`config.mk`:
```
export PLATFORM = sky130hd
export DESIGN_NAME = led_pattern_gen_flat
export DESIGN_NICKNAME = d
export VERILOG_FILES = /design/src/rtl/led_pattern_pkg.sv /design/src/rtl/led_pattern_gen_if.sv /design/src/rtl/led_tick_div.sv /design/src/rtl/led_pattern_gen.sv /design/src/flat_wrapper.sv
export SDC_FILE = /design/constraint.sdc
export NUM_CORES = 1
export LEC_CHECK = 0
export ABC_AREA = 1
export BUFFER_PORTS_ARGS = -buffer_cell sky130_fd_sc_hd__buf_2
export CAP_MARGIN = 20
export CORE_ASPECT_RATIO = 1.5
export CORE_MARGIN = 8
export CORE_UTILIZATION = 48
export DETAILED_ROUTE_END_ITERATION = 12
export HOLD_SLACK_MARGIN = 0.15
export PLACE_DENSITY = 0.74
export SYNTH_ARGS = -nofsm -noshare
export SYNTH_HDL_FRONTEND = slang
export SYNTH_HIERARCHICAL = 1
export SYNTH_SLANG_ARGS = --single-unit
```
`constraint.sdc`:
```
create_clock -name clk -period 2.9 [get_ports clk]
set_clock_uncertainty 0.1 [all_clocks]
set_input_delay 0 -clock clk [delete_from_list [all_inputs] [get_ports clk]]
set_output_delay 0 -clock clk [all_outputs]
set_load 0.05 [all_outputs]
```
`src/rtl/led_pattern_pkg.sv`:
```
// LED pattern generator shared definitions.
// Mode encodings, direction and phase types.
package led_pattern_pkg;

  localparam logic [2:0] MODE_FILL_L         = 3'd0;
  localparam logic [2:0] MODE_FILL_R         = 3'd1;
  localparam logic [2:0] MODE_CHASE_L        = 3'd2;
  localparam logic [2:0] MODE_BOUNCE         = 3'd3;
  localparam logic [2:0] MODE_FILL_DRAIN     = 3'd4;
  localparam logic [2:0] MODE_RESET_SENTINEL = 3'd7;

  typedef enum logic {
    DIR_LEFT  = 1'b0,
    DIR_RIGHT = 1'b1
  } dir_t;

  typedef enum logic {
    PH_FILL  = 1'b0,
    PH_DRAIN = 1'b1
  } phase_t;

  function automatic logic mode_valid(input logic [2:0] m);
    return (m <= MODE_FILL_DRAIN);
  endfunction

endpackage

```
`src/rtl/led_pattern_gen_if.sv`:
```
// Control/status bundle of the LED pattern generator.
// master drives control, slave drives the LED bank.
interface led_pattern_gen_if #(
  parameter int WIDTH = 8,
  parameter int DIV_W = 24
);
  logic             en;
  logic [2:0]       mode;
  logic [DIV_W-1:0] div;
  logic [WIDTH-1:0] out;
  logic             step;
  logic             wrap;

  modport master (
    output en, mode, div,
    input  out, step, wrap
  );

  modport slave (
    input  en, mode, div,
    output out, step, wrap
  );
endinterface

```
`src/rtl/led_tick_div.sv`:
```
// Programmable prescaler: one tick every div+1 enabled clocks.
// clr restarts the count and suppresses the tick.
module led_tick_div #(
  parameter int DIV_W = 24
) (
  input  logic             clk,
  input  logic             reset,
  input  logic             en,
  input  logic             clr,
  input  logic [DIV_W-1:0] div,
  output logic             tick
);

  logic [DIV_W-1:0] count;
  logic             hit;

  assign hit  = (count == div);
  assign tick = en && !clr && hit;

  // count up to div, hold while disabled, restart on clear
  always_ff @(posedge clk or posedge reset) begin
    if (reset) begin
      count <= '0;
    end else if (clr) begin
      count <= '0;
    end else if (en) begin
      count <= hit ? '0 : count + DIV_W'(1);
    end
  end

endmodule

```
`src/rtl/led_pattern_gen.sv`:
```
// Run-time selectable LED pattern generator.
// Holds mode, LED state, bounce direction and fill/drain phase.
module led_pattern_gen
  import led_pattern_pkg::*;
#(
  parameter int WIDTH = 8,
  parameter int DIV_W = 24
) (
  input  logic         clk,
  input  logic         reset,
  led_pattern_gen_if.slave bus
);

  logic [2:0]       mode_q;
  logic [WIDTH-1:0] out_q;
  logic             step_q;
  logic             wrap_q;
  dir_t             dir_q;
  phase_t           ph_q;

  logic             load;
  logic             tick;
  logic [WIDTH-1:0] start;

  logic [WIDTH-1:0] nxt_out;
  dir_t             nxt_dir;
  phase_t           nxt_ph;
  logic             nxt_wrap;

  localparam logic [WIDTH-1:0] ONE = WIDTH'(1);

  assign load = (bus.mode != mode_q);

  led_tick_div #(.DIV_W(DIV_W)) u_div (
    .clk  (clk),
    .reset(reset),
    .en   (bus.en),
    .clr  (load),
    .div  (bus.div),
    .tick (tick)
  );

  // start value of the mode being loaded
  always_comb begin
    start = '0;
    if (bus.mode == MODE_CHASE_L ||
        bus.mode == MODE_BOUNCE)
      start = ONE;
  end

  // next LED state for one step of the active mode
  always_comb begin
    nxt_out  = out_q;
    nxt_dir  = dir_q;
    nxt_ph   = ph_q;
    nxt_wrap = 1'b0;
    unique case (1'b1)
      (mode_q == MODE_FILL_L): begin
        if (&out_q) begin
          nxt_out  = '0;
          nxt_wrap = 1'b1;
        end else begin
          nxt_out = {out_q[WIDTH-2:0], 1'b1};
        end
      end
      (mode_q == MODE_FILL_R): begin
        if (&out_q) begin
          nxt_out  = '0;
          nxt_wrap = 1'b1;
        end else begin
          nxt_out = {1'b1, out_q[WIDTH-1:1]};
        end
      end
      (mode_q == MODE_CHASE_L): begin
        nxt_out  = {out_q[WIDTH-2:0], out_q[WIDTH-1]};
        nxt_wrap = out_q[WIDTH-1];
      end
      (mode_q == MODE_BOUNCE): begin
        if (dir_q == DIR_LEFT) begin
          nxt_out = out_q << 1;
          if (nxt_out[WIDTH-1])
            nxt_dir = DIR_RIGHT;
        end else begin
          nxt_out = out_q >> 1;
          if (nxt_out == ONE) begin
            nxt_dir  = DIR_LEFT;
            nxt_wrap = 1'b1;
          end
        end
      end
      (mode_q == MODE_FILL_DRAIN): begin
        if (ph_q == PH_FILL) begin
          nxt_out = {out_q[WIDTH-2:0], 1'b1};
          if (&nxt_out)
            nxt_ph = PH_DRAIN;
        end else begin
          nxt_out = {out_q[WIDTH-2:0], 1'b0};
          if (nxt_out == '0) begin
            nxt_ph   = PH_FILL;
            nxt_wrap = 1'b1;
          end
        end
      end
      default: begin
        nxt_out = '0;
      end
    endcase
  end

  // mode load beats a step; reserved modes never step
  always_ff @(posedge clk or posedge reset) begin
    if (reset) begin
      mode_q <= MODE_RESET_SENTINEL;
      out_q  <= '0;
      step_q <= 1'b0;
      wrap_q <= 1'b0;
      dir_q  <= DIR_LEFT;
      ph_q   <= PH_FILL;
    end else begin
      step_q <= 1'b0;
      wrap_q <= 1'b0;
      if (load) begin
        mode_q <= bus.mode;
        out_q  <= start;
        dir_q  <= DIR_LEFT;
        ph_q   <= PH_FILL;
      end else if (tick && mode_valid(mode_q)) begin
        out_q  <= nxt_out;
        dir_q  <= nxt_dir;
        ph_q   <= nxt_ph;
        step_q <= 1'b1;
        wrap_q <= nxt_wrap;
      end
    end
  end

  assign bus.out  = out_q;
  assign bus.step = step_q;
  assign bus.wrap = wrap_q;

endmodule

```
`src/flat_wrapper.sv`:
```
// flat-port wrapper written by rule: the top's interface ports become plain ports
module led_pattern_gen_flat import led_pattern_pkg::*;
#(
  parameter int WIDTH = 8,
  parameter int DIV_W = 24
)
  (clk, reset, bus_en, bus_mode, bus_div, bus_out, bus_step, bus_wrap);
  led_pattern_gen_if #(.WIDTH(WIDTH), .DIV_W(DIV_W)) bus_i ();
  input  logic clk;
  input  logic reset;
  input wire logic [$bits(bus_i.en)-1:0] bus_en;
  input wire logic [$bits(bus_i.mode)-1:0] bus_mode;
  input wire logic [$bits(bus_i.div)-1:0] bus_div;
  output wire logic [$bits(bus_i.out)-1:0] bus_out;
  output wire logic [$bits(bus_i.step)-1:0] bus_step;
  output wire logic [$bits(bus_i.wrap)-1:0] bus_wrap;
  assign bus_i.en = bus_en;
  assign bus_i.mode = bus_mode;
  assign bus_i.div = bus_div;
  assign bus_out = bus_i.out;
  assign bus_step = bus_i.step;
  assign bus_wrap = bus_i.wrap;
  led_pattern_gen #(.WIDTH(WIDTH), .DIV_W(DIV_W)) u_core (.clk(clk), .reset(reset), .bus(bus_i));
endmodule
```
==> impl_metrics.py <==
metrics = {
    "cells_and_area": {
        "insertedDiodeCount": 0,
        "area_delta_synth_final_pct": 10.4,
        "drive_gt1_share_pct": 16.9,
        "mostFrequentLayoutCells": "nand2_1 (223), inv_1 (65), nor2_1 (58)",
        "fillers": 710,
        "finalNetCount": 611,
        "layout_commonest_cell": "nand2_1",
        "final_cells": 659,
    },
    "logic_synthesis": {
        "async_flop_share_pct": 100,
        "ys_seq_elements": 39,
        "netlist_instances": 544,
        "synth_edf_count": 0,
        "ys_seq_area_share_pct": 29.2,
        "syn_area_per_cell_um2": 6.16,
        "ys_types": 37,
        "netlist_area_um2": 3350,
        "syn_nets": 575,
        "synth-main-ff-cell": "dfrtp_1",
        "ys_warn_count": 6,
    },
    "timing": {
        "rsz0062_at_grt": "no",
        "worst_slew_pin_slew_ns": 0.958,
        "hold_viol_final": 0,
        "tns_ns": 0,
        "final-setup-viol-count": 0,
        "worst_slew_margin_rel_pct": 36.0,
        "fmax_mhz": 463,
        "fin_crit_ns": 2.16,
        "maxSlewViolCount": 0,
        "layout_worst_path_cycle_share_pct": 74.4,
        "hold_ws_ns": 0.216,
    },
    "pwr": {
        "vdd_ir_drop_max_mv": 0.184,
        "p_total_uw": 1180,
        "leakage_uw": 0.00198,
        "p_per_area_nw_per_um2": 320,
    },
    "clock_tree": {
        "clockRootBuffer": "clkbuf_8",
        "clkSlewWorstSetupHoldPaths_ns": 0.08,
        "clk_latency_ns": 0.30,
        "cts_tree": "built",
        "clock-sinks": 39,
        "post_cts_resized": 0,
        "clk_path_buf_depth": 2,
        "htree_levels": 2,
        "postCtsSetupRepairBufs": 0,
        "numCtsBuffers": 5,
    },
    "route": {
        "wl_per_cell_um": 13.4,
        "viasPerCell": 5.13,
        "drt_iter0_markers": 181,
        "drc": 0,
        "drtAntennaViolNets": 0,
        "drt-pass1-iter-count": 4,
        "vias": 3379,
        "wirelength_um": 8840,
    },
    "setup_path": {
        "critical_path_class": "reg -> reg",
        "cp_data_required_time_ns": 3.03,
        "crit_path_max_incr_delay_ns": 0.70,
        "setup.worst_path.start_class": "flip-flop",
        "cp_slowest_cell": "dfstp_2",
        "cp_max_fo": 11,
        "cp.arrival_ns": 2.29,
        "path_cells": "inv_4, nand2_2, nand2_2, nor2_4, nand2_4, nor3_2, o21ai_4, nor2_4, nand2_1, o21ai_0",
        "cp-end-kind": "flip-flop",
    },
    "die": {
        "initial_core_util_pct": 49.3,
        "core_area_um2": 6810,
        "io-pin-count": 40,
        "die_w_um": 84.2,
        "die_height_um": 118,
        "dieArea_um2": 9970,
        "row_count": 37,
    },
    "global_route": {
        "grt_overflow": 0,
        "grt_start_max_net_pins": 25,
        "grt_pass1_wl_um": 14900,
        "antenna_found_initial": 0,
        "grt_pass1_vias": 3333,
        "grt_use_total_pct": 18.1,
    },
    "place": {
        "hpwl_um": 6600,
        "placedCellCount": 646,
        "gp_congestion": 0.890,
        "portBuffers": 39,
    },
    "flow_run": {
        "maxCapViolations": 0,
    },
    "status": {
        "status": "finished clean",
    },
    "hold_path": {
        "holdCritPathClass": "in -> async",
    },
}
==> logic make-up (layout without fill, tap and decap cells) <==
logic type      after synthesis  count (layout)  synth area share (%)
buf+inv                      92             129                  12.4
fa+ha+maj                     1               1                 0.373
flops                        39              39                  29.2
simple gates                382             382                  50.5
compound gates               13              13                  2.65
xor+xnor                     17              17                  4.89
==> path summary, 6_finish.rpt <==
check	startpoint	slack [ns]	end	depth (start not counted)
worst min-delay path	reset	0.22	u_core/bus.out[0]$_DFFE_PP0P_	3
worst min register to register	u_core/u_div/count[23]$_DFFE_PP0P_	0.45	u_core/u_div/count[23]$_DFFE_PP0P_	2
worst max-delay path	u_core/mode_q[1]$_DFFE_PP1N_	0.74	u_core/dir_q$_DFFE_PP0P_	10
max in group asynchronous	reset	1.75	u_core/u_div/count[20]$_DFFE_PP0P_	3
min in group clk	bus_mode[1]	0.28	u_core/mode_q[1]$_DFFE_PP1N_	2
worst max register to register	u_core/mode_q[1]$_DFFE_PP1N_	0.74	u_core/dir_q$_DFFE_PP0P_	10
==> through the flow <==
step	util [%]	setup WS [ns]	area, µm²
3_3_place_gp	51.9	0.868	3530
5_1_grt	54.4	0.616	3700
2_1_floorplan	-	0.983	3350
3_5_place_dp	51.9	0.755	3530
6_report	54.4	0.742	3700
4_1_cts	54.4	0.750	3700
==> area by class of cell <==
type                            instances  area (µm²)  area share, %
Inverter                               74         280           7.57
Timing Repair Buffer                   47         268           7.23
Tap cell                               78        97.6           2.64
Clock buffer                            6        82.6           2.23
Clock inverter                          2        35.0          0.946
Multi-Input combinational cell        413        1960           52.9
Sequential cell                        39         980           26.5
==> synthesized netlist by cell type (6+ instances only) <==
| cell type | instances | area [µm²] |
|---|---|---|
| nand2_1 | 223 | 837 |
| inv_1 | 65 | 244 |
| nor2_1 | 58 | 218 |
| nand3_1 | 53 | 265 |
| dfrtp_1 | 36 | 901 |
| xor2_1 | 12 | 105 |
| nor2_2 | 11 | 68.8 |
| inv_2 | 8 | 30.0 |
| nand4_1 | 7 | 43.8 |
| nor3_1 | 7 | 35.0 |
| a21oi_1 | 6 | 30.0 |
| buf_6 | 6 | 67.6 |
| clkbuf_1 | 6 | 22.5 |
| nand3_2 | 6 | 60.1 |
==> critical path, delay by kind of cell (launching register included) <==
family,cells,cell delay [ns]
buf+inv,1,0.04
compound gates,2,0.21
flops,1,0.70
simple gates,7,1.04
==> registers in the layout, indices dropped and copies added (netlist names) <==
| signal | count |
|---|---|
| u_core/u_div/count | 24 |
| u_core/bus.out | 8 |
| u_core/mode_q | 3 |
| u_core/bus.step | 1 |
| u_core/bus.wrap | 1 |
| u_core/dir_q | 1 |
| u_core/ph_q | 1 |
==> layer usage <==
layer  part of all wire [%]  global-route usage, %  vias up  wire, µm
met3                    3.8                   3.02       15       335
met4                    2.5                   9.22        0       223
met1                     38                   18.3     1564      3350
li1                       -                      -     1726         -
met2                     56                   34.0       74      4930
met5                      0                      0        -         0
==> what timing repair did <==
item / in CTS / in global routing
hold buffers: 5 / 0
hold endpoints to repair: 70 / 0
setup endpoints to repair: 0 / 0
==> where the power goes <==
group | leakage, µW | internal, µW | switching (µW)
sequential | 0.000533 | 549 | 11.6
combinational | 0.00139 | 49.9 | 88.1
clock | 0.0000612 | 279 | 206
No activity file was read; power rests on OpenSTA's default activity.
